## config.mk

```make
export PLATFORM = sky130hd
export DESIGN_NAME = onehot_scan_decoder
export DESIGN_NICKNAME = d
export VERILOG_FILES = /design/src/rtl/onehot_scan_decoder.sv
export SDC_FILE = /design/constraint.sdc
export NUM_CORES = 1
export LEC_CHECK = 0
export CAP_MARGIN = 40
export CORE_ASPECT_RATIO = 1.5
export CORE_MARGIN = 5
export CORE_UTILIZATION = 45
export DETAILED_ROUTE_END_ITERATION = 10
export PLACE_DENSITY = 0.77
export SYNTH_ARGS = -nofsm -noshare
export SYNTH_HDL_FRONTEND = slang
export SYNTH_SLANG_ARGS = --single-unit
export TNS_END_PERCENT = 1
```

## constraint.sdc

```tcl
create_clock -name clk -period 1.9 [get_ports clk]
set_clock_uncertainty 0.05 [all_clocks]
set_input_delay 0.38 -clock clk [delete_from_list [all_inputs] [get_ports clk]]
set_output_delay 0.38 -clock clk [all_outputs]
set_load 0.02 [all_outputs]
```

## src/rtl/onehot_scan_decoder.sv

```systemverilog
// Registered binary-to-one-hot decoder with enable and dwell-timed auto-scan.
// Optional macro DECODER_BLANK_EN: when defined, en=0 blanks o instead of holding it.
module onehot_scan_decoder #(
  parameter int unsigned SEL_W   = 2,
  parameter int unsigned DWELL_W = 8
) (
  input  logic                      clk,
  input  logic                      rst,
  input  logic                      en,
  input  logic                      mode,
  input  logic [SEL_W-1:0]          sel,
  input  logic [DWELL_W-1:0]        dwell,
  output logic [(1 << SEL_W)-1:0]   o,
  output logic [SEL_W-1:0]          idx,
  output logic                      wrap
);

  localparam int unsigned OUT_W = 1 << SEL_W;

  logic [OUT_W-1:0]   o_q,    o_d;
  logic [SEL_W-1:0]   idx_q,  idx_d;
  logic [DWELL_W-1:0] cnt_q,  cnt_d;
  logic               mode_q, mode_d;
  logic               wrap_q, wrap_d;
  logic               scan_run;
  logic               last_idx;

  function automatic logic [OUT_W-1:0] onehot(input logic [SEL_W-1:0] i);
    onehot = OUT_W'(1) << i;
  endfunction

  assign scan_run = mode && mode_q;
  assign last_idx = (idx_q == SEL_W'(OUT_W - 1));

  // Next-state: direct/entry load sel, scan run counts dwell then steps idx.
  always_comb begin
    idx_d  = idx_q;
    cnt_d  = cnt_q;
    mode_d = mode_q;
    wrap_d = 1'b0;
`ifdef DECODER_BLANK_EN
    o_d    = '0;
`else
    o_d    = o_q;
`endif
    if (en) begin
      mode_d = mode;
      if (!scan_run) begin
        idx_d = sel;
        cnt_d = '0;
      end else if (cnt_q >= dwell) begin
        // >= so a dwell lowered below cnt advances immediately
        cnt_d  = '0;
        idx_d  = idx_q + SEL_W'(1);
        wrap_d = last_idx;
      end else begin
        cnt_d = cnt_q + DWELL_W'(1);
      end
      o_d = onehot(idx_d);
    end
  end

  always_ff @(posedge clk) begin
    if (rst) begin
      o_q    <= '0;
      idx_q  <= '0;
      cnt_q  <= '0;
      mode_q <= 1'b0;
      wrap_q <= 1'b0;
    end else begin
      o_q    <= o_d;
      idx_q  <= idx_d;
      cnt_q  <= cnt_d;
      mode_q <= mode_d;
      wrap_q <= wrap_d;
    end
  end

  assign o    = o_q;
  assign idx  = idx_q;
  assign wrap = wrap_q;

endmodule

```

== Yosys cells after proc, flatten, opt, wreduce, memory -nomap -nowiden ==
Index checks and enable logic that the tools add are counted.
Widths: inputs -> output; s select.

* Add/subtract/negate cells: 2
* Order comparisons: 1
* Equality and inequality tests: 1
* Shifts and indexed selects: 1
* Muxes and demuxes: 5
* Bitwise gates (word level): 3
* Reductions and logical operators: 2

{| class="wikitable"
|+ Operator list
! operator !! number
|-
| $mux 8 || 2
|-
| $add 8x1->8 const B || 1
|-
| $ge 8x8->1 || 1
|-
| $mux 2 || 3
|-
| $reduce_or 4->1 || 1
|-
| $shl 1x2->4 const A || 1
|-
| $not 1->1 || 3
|-
| $add 2x1->2 const B || 1
|-
| $eq 2x2->1 const B || 1
|-
| $logic_and 1x1->1 || 1
|}

* Register bits after elaboration: 16
* Bits of input ports: 14
* Output and inout port bits: 7
* Word-level logic and storage cells: 20

== Logic depth before layout (Yosys ltp) ==
Gate-level depths: netlist (run 1).

* Word-level depth: 5
* Depth in mapped cells: 8
* Mapped depth without buffers: 7

== Least setup slack after synthesis (run 1) ==
Ideal clock, no wire load.

* Kind: input to register
* Start point: in dwell[2]
* End point: reg cnt_q[7]
* Setup time: 0.091 ns
* Arrival time: 1.866 ns
* Data required time: 1.759 ns
* Slack: -0.107 ns
* Stages on the path: 8
* Path buffers: 1
* Cells stage by stage: inv_1 > ha_1 > a211oi_2 > o21ai_2 > a211oi_4 > buf_6 > a41oi_1 > a311oi_1

* Longest elaborated chain between the ends: 3

{| class="wikitable"
|+ RTL lines
! what !! RTL line !! text
|-
| start: declaration || 12 || <nowiki>input logic [DWELL_W-1:0] dwell,</nowiki>
|-
| $ge 8x8->1 || 51 || <nowiki>end else if (cnt_q >= dwell) begin</nowiki>
|-
| $mux 8 || 51 ||
|-
| $mux 8 || 48 || <nowiki>if (!scan_run) begin</nowiki>
|-
| end signal: assignment || 73 || <nowiki>cnt_q <= cnt_d;</nowiki>
|-
| end: declaration || 22 || <nowiki>logic [DWELL_W-1:0] cnt_q, cnt_d;</nowiki>
|}

No other way between the ends.
A chain may end at the register's enable or synchronous reset.

== Final worst setup path (run 1) ==
* Start point: reg cnt_q[7]
* End point: reg cnt_q[2]

* Longest elaborated chain between the ends: 3

{| class="wikitable"
|+ RTL lines
! what !! RTL line
|-
| $ge 8x8->1 || 51
|-
| $mux 8 || 51
|-
| $mux 8 || 48
|}

No other way between the ends.

==> impl_metrics.yaml, run 1 <==
power:
  p_switching_uw: 192
  pwr-share-clk: 0.271
  p_seq_frac: 0.510
  leakagePower_nw: 0.651
  power_uw: 688
  vdd_drop_max_v: 0.000426
  powerDensity_nw_per_um2: 435
  switching_share: 0.279
  internal-power_uw: 496
  power_frac_comb: 0.219
die:
  io_pins: 21
  core_um2: 2180
  dieArea_um2: 3280
  initial_core_util: 0.458
  die_y_um: 67.7
  dieWidth_um: 48.5
  row_count: 21
logic_synthesis:
  netlist_top_cells_count: "16 x dfxtp_1, 10 x a21oi_1, 10 x ha_1, 10 x nand2_1"
  synth_nets: 140
  synth.distinct_cells: 37
  synth_top_cells_by_area: "dfxtp_1 32%, ha_1 13%, a311oi_1 5.3%"
  ys_ff_latch: 16
  synthSimpleGateAreaFrac: 0.188
  synth-seq-area-share: 0.321
  synth_top_family_by_area: "compound AO/OA/AOI/OAI gates"
  synth_area_per_cell_um2: 8.61
  synth_compound_area_frac: 0.286
  netlist.area_leader.share: 0.321
  synth_xor_area_frac: 0
  yosys_warnings: 0
  synth_most_common_cell: "dfxtp_1"
  synthArstFlopShare: 0
  muxShareOfSynthArea: 0.0201
  syn_area_um2: 998
  synth_top_area_cell: "dfxtp_1"
  synth_edf_count: 0
  synthesis.instances: 116
  synth_fa_ha_area_frac: 0.125
  synth_flop_cell: "dfxtp_1"
flow_run:
  maxCapViolCount: 0
sta:
  grt_setup_unrepaired: "yes"
  min_period_ns: 1.91
  final.period_utilization: 1.00
  relSlewSlack: 0.783
  setup_ws_ns: -0.00886
  hold_ws_ns: 0.452
  worstMarginPinSlew_ns: 0.324
  maxSlewViolCount: 0
  setup_viol: 1
  clock.fmax_mhz: 524
  finalHoldViolations: 0
finish:
  postLayoutCoreUtil: 0.726
  syn_to_final_growth_pct: 58.5
  drive_gt1_frac: 0.396
  regArea_um2: 327
  multiInputGateArea_um2: 754
  n_antenna_cell: 0
  fin_cells: 187
  fillers: 167
  final_nets: 190
critical_path:
  crit_chain: "ha_4 -> and2_4 -> o2111a_2 -> a211oi_4 -> buf_6 -> or2b_1 -> a311oi_1"
  crit_arrival_ns: 2.06
  end_kind: "flop"
  crit_family: "compound AO/OA/AOI/OAI gates"
  start_kind: "flop"
  r2r.worst_path.cells: 7
  worst-r2r-setup-slack_ns: -0.009
  crit_fanout: 4
  timing.rr.start: "cnt_q[7]"
  critPathKind: "reg2reg"
  r2r-end: "cnt_q[2]"
  cpPeakStageDelay_ns: 0.35
  cp_slowest_cell: "dfxtp_2"
  path_buf_inv: 1
  worstPathRequired_ns: 2.05
status:
  status: "finished with violations"
  violations: "setup timing"
routing:
  highest_layer: "met4"
  dr_wl_met3_um: 143
  drt-pass1-iter-count: 4
  drt-initial-drc-count: 19
  drt_drc_violations_left: 0
  vias: 1114
  wl_per_cell_um: 15.2
  drtAntennaViolNets: 0
  drt-met1-wl_um: 1070
  routed_wl_um: 2840
  met2_length_um: 1600
  post_drt_via_cell_ratio: 5.96
global_routing:
  grt_pass1_wl_um: 4920
  antenna_found_initial: 0
  grt_pass1_vias: 1168
  grt-ovfl-total: 0
  grt_max_degree: 13
  groute.usage.overall: 0.186
clock_tree:
  cts.htree.levels: 1
  clk_latency_ns: 0.29
  cts_made_buffers: 3
  cts_tree: "done"
  clockBufferDepth: 2
  ctsHoldBuffers: 0
  clkSinkCount: 16
  root_buffer: "clkbuf_4"
  clk_pin_slew_worst_paths_ns: 0.10
hold_path:
  hold_path.startpoint: "o[2]"
  hold_depth: 2
  min_to: "o[2]"
  hold_path_class: "reg2reg"
place:
  dp_hpwl_um: 2170
  portBuffers: 20
  finalWeightedCongestion: 0.908
  dp_slack_ns: -0.702
  dpl.cell_count: 182
==> cells by family (layout without fill, tap and decap cells) <==
logic type,after synthesis,count (layout)
AOI/OAI and AO/OA,37,37
muxes,2,2
adders and majority gates,10,10
DFF,16,16
buffers and inverters,14,62
and+or+nand+nor,37,37
==> power groups by stage <==
stage	Sequential [mW]	Combinational [mW]	Clock (mW)
5_1_grt	0.352	0.164	0.204
3_3_place_gp	0.358	0.133	0
3_5_place_dp	0.358	0.136	0
2_1_floorplan	0.366	0.0553	0
6_report	0.351	0.151	0.187
4_1_cts	0.351	0.147	0.187
==> worst register-to-register path, stage by stage (launching register included) <==
cell	delay (ns)
dfxtp_2	0.35
ha_4	0.24
and2_4	0.16
o2111a_2	0.16
a211oi_4	0.26
buf_6	0.13
or2b_1	0.22
a311oi_1	0.24
==> per-layer routing <==
layer / track usage / vias up
li1: - / 530
met2: 0.379 / 36
met5: 0 / -
met1: 0.184 / 544
met4: 0.0572 / 0
met3: 0.0353 / 4
==> metrics by stage <==
step | setup TNS, ns | instance area (µm²)
6_report | -0.00886 | 1580
5_1_grt | -0.414 | 1580
4_1_cts | -0.194 | 1560
3_5_place_dp | -8.31 | 1410
3_3_place_gp | -7.67 | 1410
2_1_floorplan | 0 | 1000
==> cell usage in the layout, fill, tap and decap left out, types with 3 or more instances in the layout <==
cell and n:
ha_4 6, nor2_1 9, clkbuf_4 3, buf_4 28
dfxtp_2 5, nand3_1 3, and3_1 4, a311oi_1 5
inv_2 6, ha_1 3, clkdlybuf4s50_1 12, a21oi_1 8
dfxtp_1 11, dlygate4sd2_1 7, inv_1 3, nand2_1 10
==> sequential cells by signal, indices dropped and copies added (netlist names) <==
name	flops
cnt_q	8
o	4
idx	2
mode_q	1
wrap	1
==> worst max path at each step <==
stage | from | end | slack, ns | cells past startpoint
CTS | cnt_q[2] | cnt_q[2] | -0.09 | 7
detailed placement | dwell[2] | o[1] | -0.70 | 9
global placement | dwell[2] | o[1] | -0.68 | 9
global route | cnt_q[2] | cnt_q[2] | -0.10 | 7
finish | cnt_q[7] | cnt_q[2] | -0.009 | 7
floorplan | dwell[2] | cnt_q[2] | 0.004 | 7
==> cell type report <==
cell class,instances,area share
Inverter,10,0.0237
Sequential cell,16,0.206
Clock buffer,3,0.0142
Multi-Input combinational cell,86,0.477
Timing Repair Buffer,49,0.261
Tap cell,23,0.0182
==> timing repair <==
| item | in CTS | in global routing |
|---|---|---|
| pin swaps | 16 | 7 |
| buffers inserted | 2 | 0 |
| gates resized for setup | 34 | 9 |
| setup endpoints to repair | 15 | 14 |
No activity file was read; power rests on OpenSTA's default activity.
==> run 2, diff against run 1 <==
--- a/config.mk
+++ b/config.mk
@@ -7,9 +7,10 @@
 export LEC_CHECK = 0
 export CAP_MARGIN = 40
 export CORE_ASPECT_RATIO = 1.5
-export CORE_MARGIN = 5
+export CORE_MARGIN = 1.5
 export CORE_UTILIZATION = 45
 export DETAILED_ROUTE_END_ITERATION = 10
+export GPL_TIMING_DRIVEN = 0
 export PLACE_DENSITY = 0.77
 export SYNTH_ARGS = -nofsm -noshare
 export SYNTH_HDL_FRONTEND = slang
==> impl_metrics.yaml, run 2 (synthesis results as in run 1) <==
place:
  portBuffers: 19
  dp_hpwl_um: 1820
  dpl.cell_count: 157
  dpl_cell_area_um2: 1220
  finalWeightedCongestion: 0.849
sta:
  setup_ws_ns: -0.145
  relSlewSlack: 0.637
  fin_setup_tns_ns: -0.468
  clock.fmax_mhz: 489
  final.period_utilization: 1.08
  maxSlewViolCount: 0
  setup_viol: 4
  min_period_ns: 2.05
  grt_setup_unrepaired: "yes"
  worstMarginPinSlew_ns: 0.544
  finalHoldViolations: 0
global_routing:
  grt-ovfl-total: 0
  grt_max_degree: 11
  groute.usage.overall: 0.224
  antenna_found_initial: 0
  grt_pass1_vias: 961
  grt_pass1_wl_um: 4280
finish:
  final_cell_area_um2: 1460
  drive_gt1_frac: 0.308
  fin_cells: 168
  largest_reg_flops: 8
  syn_to_final_growth_pct: 46.6
  final_common_cell: "clkdlybuf4s50_1"
  final_cell_mix: "11 x clkdlybuf4s50_1, 10 x nand2_1, 9 x nor2_1, 9 x dfxtp_1, 8 x a21oi_1"
  final_nets: 171
  regMostFlops: "cnt_q"
  n_antenna_cell: 0
flow_run:
  maxCapViolCount: 0
clock_tree:
  clk_latency_ns: 0.29
  root_buffer: "clkbuf_4"
  clkSinkCount: 16
  clockBufferDepth: 2
  cts_made_buffers: 3
  cts.htree.levels: 1
  cts_tree: "done"
  ctsHoldBuffers: 0
  clk_pin_slew_worst_paths_ns: 0.10
routing:
  routed_wl_um: 2770
  post_drt_via_cell_ratio: 5.91
  wl_per_cell_um: 16.5
  drt_drc_violations_left: 0
  drt-pass1-iter-count: 4
  drt-initial-drc-count: 24
  drtAntennaViolNets: 0
  vias: 993
critical_path:
  timing.rr.start: "cnt_q[2]"
  cpPeakStageDelay_ns: 0.36
  worstPathRequired_ns: 2.05
  start_kind: "flop"
  crit_chain: "ha_4 -> a211oi_4 -> o21ai_2 -> a211oi_4 -> buf_4 -> or2b_1 -> a311oi_2"
  cp_slowest_cell: "dfxtp_4"
  crit_family: "compound AO/OA/AOI/OAI gates"
  cp_common_cell: "a211oi_4"
  crit_arrival_ns: 2.20
  startpoint: "cnt_q[2]"
  critPathKind: "reg2reg"
  crit_fanout: 3
  path_buf_inv: 1
  r2r.worst_path.cells: 7
  cp-endpoint: "cnt_q[3]"
  path_depth: 7
  worst-r2r-setup-slack_ns: -0.15
  r2r-end: "cnt_q[3]"
  end_kind: "flop"
die:
  core_um2: 2050
  dieArea_um2: 2520
  io_pins: 21
  dieWidth_um: 41.5
  die_y_um: 60.7
  row_count: 20
  initial_core_util: 0.487
power:
  power_uw: 716
  vdd_drop_max_v: 0.000461
  leakagePower_nw: 0.560
  powerDensity_nw_per_um2: 489
status:
  violations: "setup timing"
  status: "finished with violations"
hold_path:
  hold_path_class: "reg2reg"
==> run 2: repair_timing <==
item	4_1_cts	5_1_grt
setup buffers	4	3
pin swaps	16	8
setup endpoints to repair	14	9
gates resized for setup	38	9
==> run 2: power breakdown <==
part / leakage, nW / total (mW) / internal, mW / switching (mW)
logic: 0.405 / 0.138 / 0.0665 / 0.0711
registers: 0.134 / 0.346 / 0.340 / 0.00679
clock network: 0.0210 / 0.232 / 0.117 / 0.116
==> run 2: worst min path at each step <==
stage,start,to,cells past startpoint
after CTS,o[2],o[2],2
after floorplan,cnt_q[7],cnt_q[7],1
after global routing,o[2],o[2],2
after detailed placement,o[2],o[2],2
final,o[2],o[2],2
after global placement,o[2],o[2],2
==> run 2: area by class of cell <==
| type | instances | area, µm² |
|---|---|---|
| Tap cell | 22 | 27.5 |
| Sequential cell | 16 | 337 |
| Buffer | 4 | 22.5 |
| Fill cell | 156 | 588 |
| Inverter | 10 | 37.5 |
| Timing Repair Buffer | 26 | 234 |
| Multi-Input combinational cell | 86 | 769 |
| Clock buffer | 4 | 36.3 |
==> run 2: worst min-delay path, cell delays in order, from the launching register on <==
cell      delay (ns)
dfxtp_1         0.33
nand2_1         0.06
a211oi_1        0.06
==> run 2: through the flow <==
stage | utilization | hold slack (ns) | setup WS, ns
final | 0.713 | 0.440 | -0.145
after floorplan | - | 0.412 | 0.00381
after CTS | 0.683 | 0.440 | -0.0651
after detailed placement | 0.593 | 0.420 | -0.670
after global routing | 0.713 | 0.458 | -0.246
after global placement | 0.593 | 0.415 | -0.604
==> run 2: metal layers <==
metal | wire (µm) | vias up | track usage
met4 | 26 | 0 | 0.0691
met1 | 1120 | 469 | 0.238
met3 | 87 | 4 | 0.0357
li1 | - | 495 | -
met2 | 1540 | 25 | 0.446
met5 | 0 | - | 0
==> run 3, diff against run 2 <==
--- a/config.mk
+++ b/config.mk
@@ -5,13 +5,14 @@
 export SDC_FILE = /design/constraint.sdc
 export NUM_CORES = 1
 export LEC_CHECK = 0
+export ABC_AREA = 1
 export CAP_MARGIN = 40
 export CORE_ASPECT_RATIO = 1.5
 export CORE_MARGIN = 1.5
-export CORE_UTILIZATION = 45
+export CORE_UTILIZATION = 46
 export DETAILED_ROUTE_END_ITERATION = 10
 export GPL_TIMING_DRIVEN = 0
-export PLACE_DENSITY = 0.77
+export PLACE_DENSITY = 0.73
 export SYNTH_ARGS = -nofsm -noshare
 export SYNTH_HDL_FRONTEND = slang
 export SYNTH_SLANG_ARGS = --single-unit
==> impl_metrics.yaml, run 3 <==
place:
  portBuffers: 19
  finalWeightedCongestion: 0.799
  dpl_cell_area_um2: 1310
  dp_hpwl_um: 1830
sta:
  maxSlewViolCount: 0
  relSlewSlack: 0.789
  final.period_utilization: 0.959
  setup_viol: 0
  min_period_ns: 1.82
  clock.fmax_mhz: 549
  worstMarginPinSlew_ns: 0.316
  finalHoldViolations: 0
die:
  row_count: 21
  dieWidth_um: 42.8
  die_y_um: 62.6
  dieArea_um2: 2680
  core_um2: 2230
  initial_core_util: 0.489
  io_pins: 21
hold_path:
  min_to: "mode_q"
  hold_depth: 3
  hold_path_class: "in2reg"
  hold_path.startpoint: "en"
critical_path:
  cpPeakStageDelay_ns: 0.65
  path_buf_inv: 1
  critPathKind: "reg2out"
  worstPathRequired_ns: 1.47
  crit_fanout: 5
  crit_chain: "clkdlybuf4s50_1"
  crit_family: "buffers and inverters"
  r2r-end: "idx[1]"
  path_depth: 1
  r2r.worst_path.cells: 11
  end_kind: "primary output"
  cp_slowest_cell: "clkdlybuf4s50_1"
  timing.rr.start: "cnt_q[5]"
  worst-r2r-setup-slack_ns: 0.16
  start_kind: "flop"
  crit_arrival_ns: 1.39
clock_tree:
  cts_tree: "done"
  root_buffer: "clkbuf_4"
  clk_latency_ns: 0.29
  cts.htree.levels: 1
  clockBufferDepth: 2
  clk_pin_slew_worst_paths_ns: 0.10
  cts_made_buffers: 3
  clkSinkCount: 16
logic_synthesis:
  synth_top_area_cell: "dfxtp_1"
  yosys_warnings: 0
  netlist.area_leader.share: 0.294
  synth_area_per_cell_um2: 7.85
  synth_edf_count: 0
  synth_top_cells_by_area: "dfxtp_1 29%, ha_1 11%, nand2_1 11%"
  synth_most_common_cell: "nand2_1"
  netlist_top_cells_count: "31 x nand2_1, 21 x inv_1, 16 x dfxtp_1"
  syn_area_um2: 1090
  synthArstFlopShare: 0
  synth_flop_cell: "dfxtp_1"
  synthesis.instances: 139
  ys_ff_latch: 16
  synth_nets: 163
  synth-seq-area-share: 0.294
  synth.distinct_cells: 27
finish:
  final_cell_mix: "28 x nand2_1, 17 x inv_1, 12 x dfxtp_1, 12 x clkdlybuf4s50_1, 11 x nand2_2"
  n_antenna_cell: 0
  final_common_cell: "nand2_1"
  final_cell_area_um2: 1440
  multiInputGateArea_um2: 724
  drive_gt1_frac: 0.270
  syn_to_final_growth_pct: 31.7
  postLayoutCoreUtil: 0.643
  fillers: 215
  final_nets: 188
  regArea_um2: 325
  largest_reg_flops: 8
  regMostFlops: "cnt_q"
status:
  status: "finished clean"
routing:
  drt-pass1-iter-count: 4
  routed_wl_um: 2430
  vias: 988
  drt_drc_violations_left: 0
  drt-initial-drc-count: 17
  drtAntennaViolNets: 0
  wl_per_cell_um: 13.0
  post_drt_via_cell_ratio: 5.31
power:
  leakagePower_nw: 0.720
  powerDensity_nw_per_um2: 493
  vdd_drop_max_v: 0.000437
global_routing:
  groute.usage.overall: 0.201
  grt_pass1_wl_um: 4220
  grt_max_degree: 11
  grt-ovfl-total: 0
  antenna_found_initial: 0
  grt_pass1_vias: 1082
flow_run:
  maxCapViolCount: 0
-- run 3: cell count changes after synthesis, moves of 3 or more --
cell / change
nand4_1: +4
and3_1: -4
nand2_1: +21
a2bb2oi_1: +3
nor2_1: -5
a311oi_1: -6
a211oi_1: -3
xor2_1: +4
inv_1: +12
nand3_1: +4
nand2_2: +8
-- run 3: worst max-delay path by stage --
stage	startpoint	end	slack, ns
after floorplan	dwell[7]	idx[1]	0.21
after global placement	dwell[7]	idx[1]	-0.38
after detailed placement	dwell[7]	idx[1]	-0.43
after CTS	dwell[1]	idx[1]	0.02
after global routing	dwell[0]	idx[1]	-0.02
final	idx[0]	idx[0]	0.08
-- run 3: per-layer routing --
layer,vias to the layer above,part of all wire,global-route usage
li1,500,-,-
met1,466,0.35,0.175
met2,20,0.61,0.436
met3,2,0.031,0.0260
met4,0,0.0082,0.0469
met5,-,0,0
-- run 3: tightest hold or removal path, stage by stage --
cell	delay [ns]
buf_6	0.11
nand2_1	0.06
a21oi_1	0.05
-- run 3: stage by stage --
step,total power [mW],std cells,hold WS [ns],setup WS (ns),setup TNS [ns]
floorplan,0.429,139,0.399,0.209,0
global placement,0.479,181,0.403,-0.381,-4.02
detailed placement,0.483,181,0.413,-0.426,-4.67
CTS,0.716,186,0.303,0.0233,0
global route,0.741,186,0.322,-0.0199,-0.0204
finish,0.708,186,0.307,0.0787,0
-- run 3: what timing repair did --
action,4_1_cts,5_1_grt
pin swaps,16,11
setup buffers,1,0
hold buffers,0,0
endpoints found under the setup margin,11,13
gates resized for setup,12,13
endpoints found under the hold margin,0,0
-- run 3: cell type report --
| type | instances | area share |
|---|---|---|
| plain buffers | 3 | 0.0270 |
| clock buffers | 4 | 0.0253 |
| inverters | 22 | 0.0575 |
| multi-input cells | 98 | 0.504 |
| flip-flops and latches | 16 | 0.226 |
| well taps | 23 | 0.0200 |
| repair buffers | 20 | 0.139 |
-- run 3: power by group --
part           internal, mW  leakage, nW  switching [mW]
clock network         0.117       0.0210           0.111
registers             0.344        0.132         0.00737
logic                0.0626        0.566          0.0668
-- run 3: cells by family after synthesis --
kind of cell    share of synthesized area
xor+xnor                           0.0482
flops                               0.294
simple gates                        0.323
buf+inv                             0.111
fa+ha+maj                           0.115
compound gates                      0.109
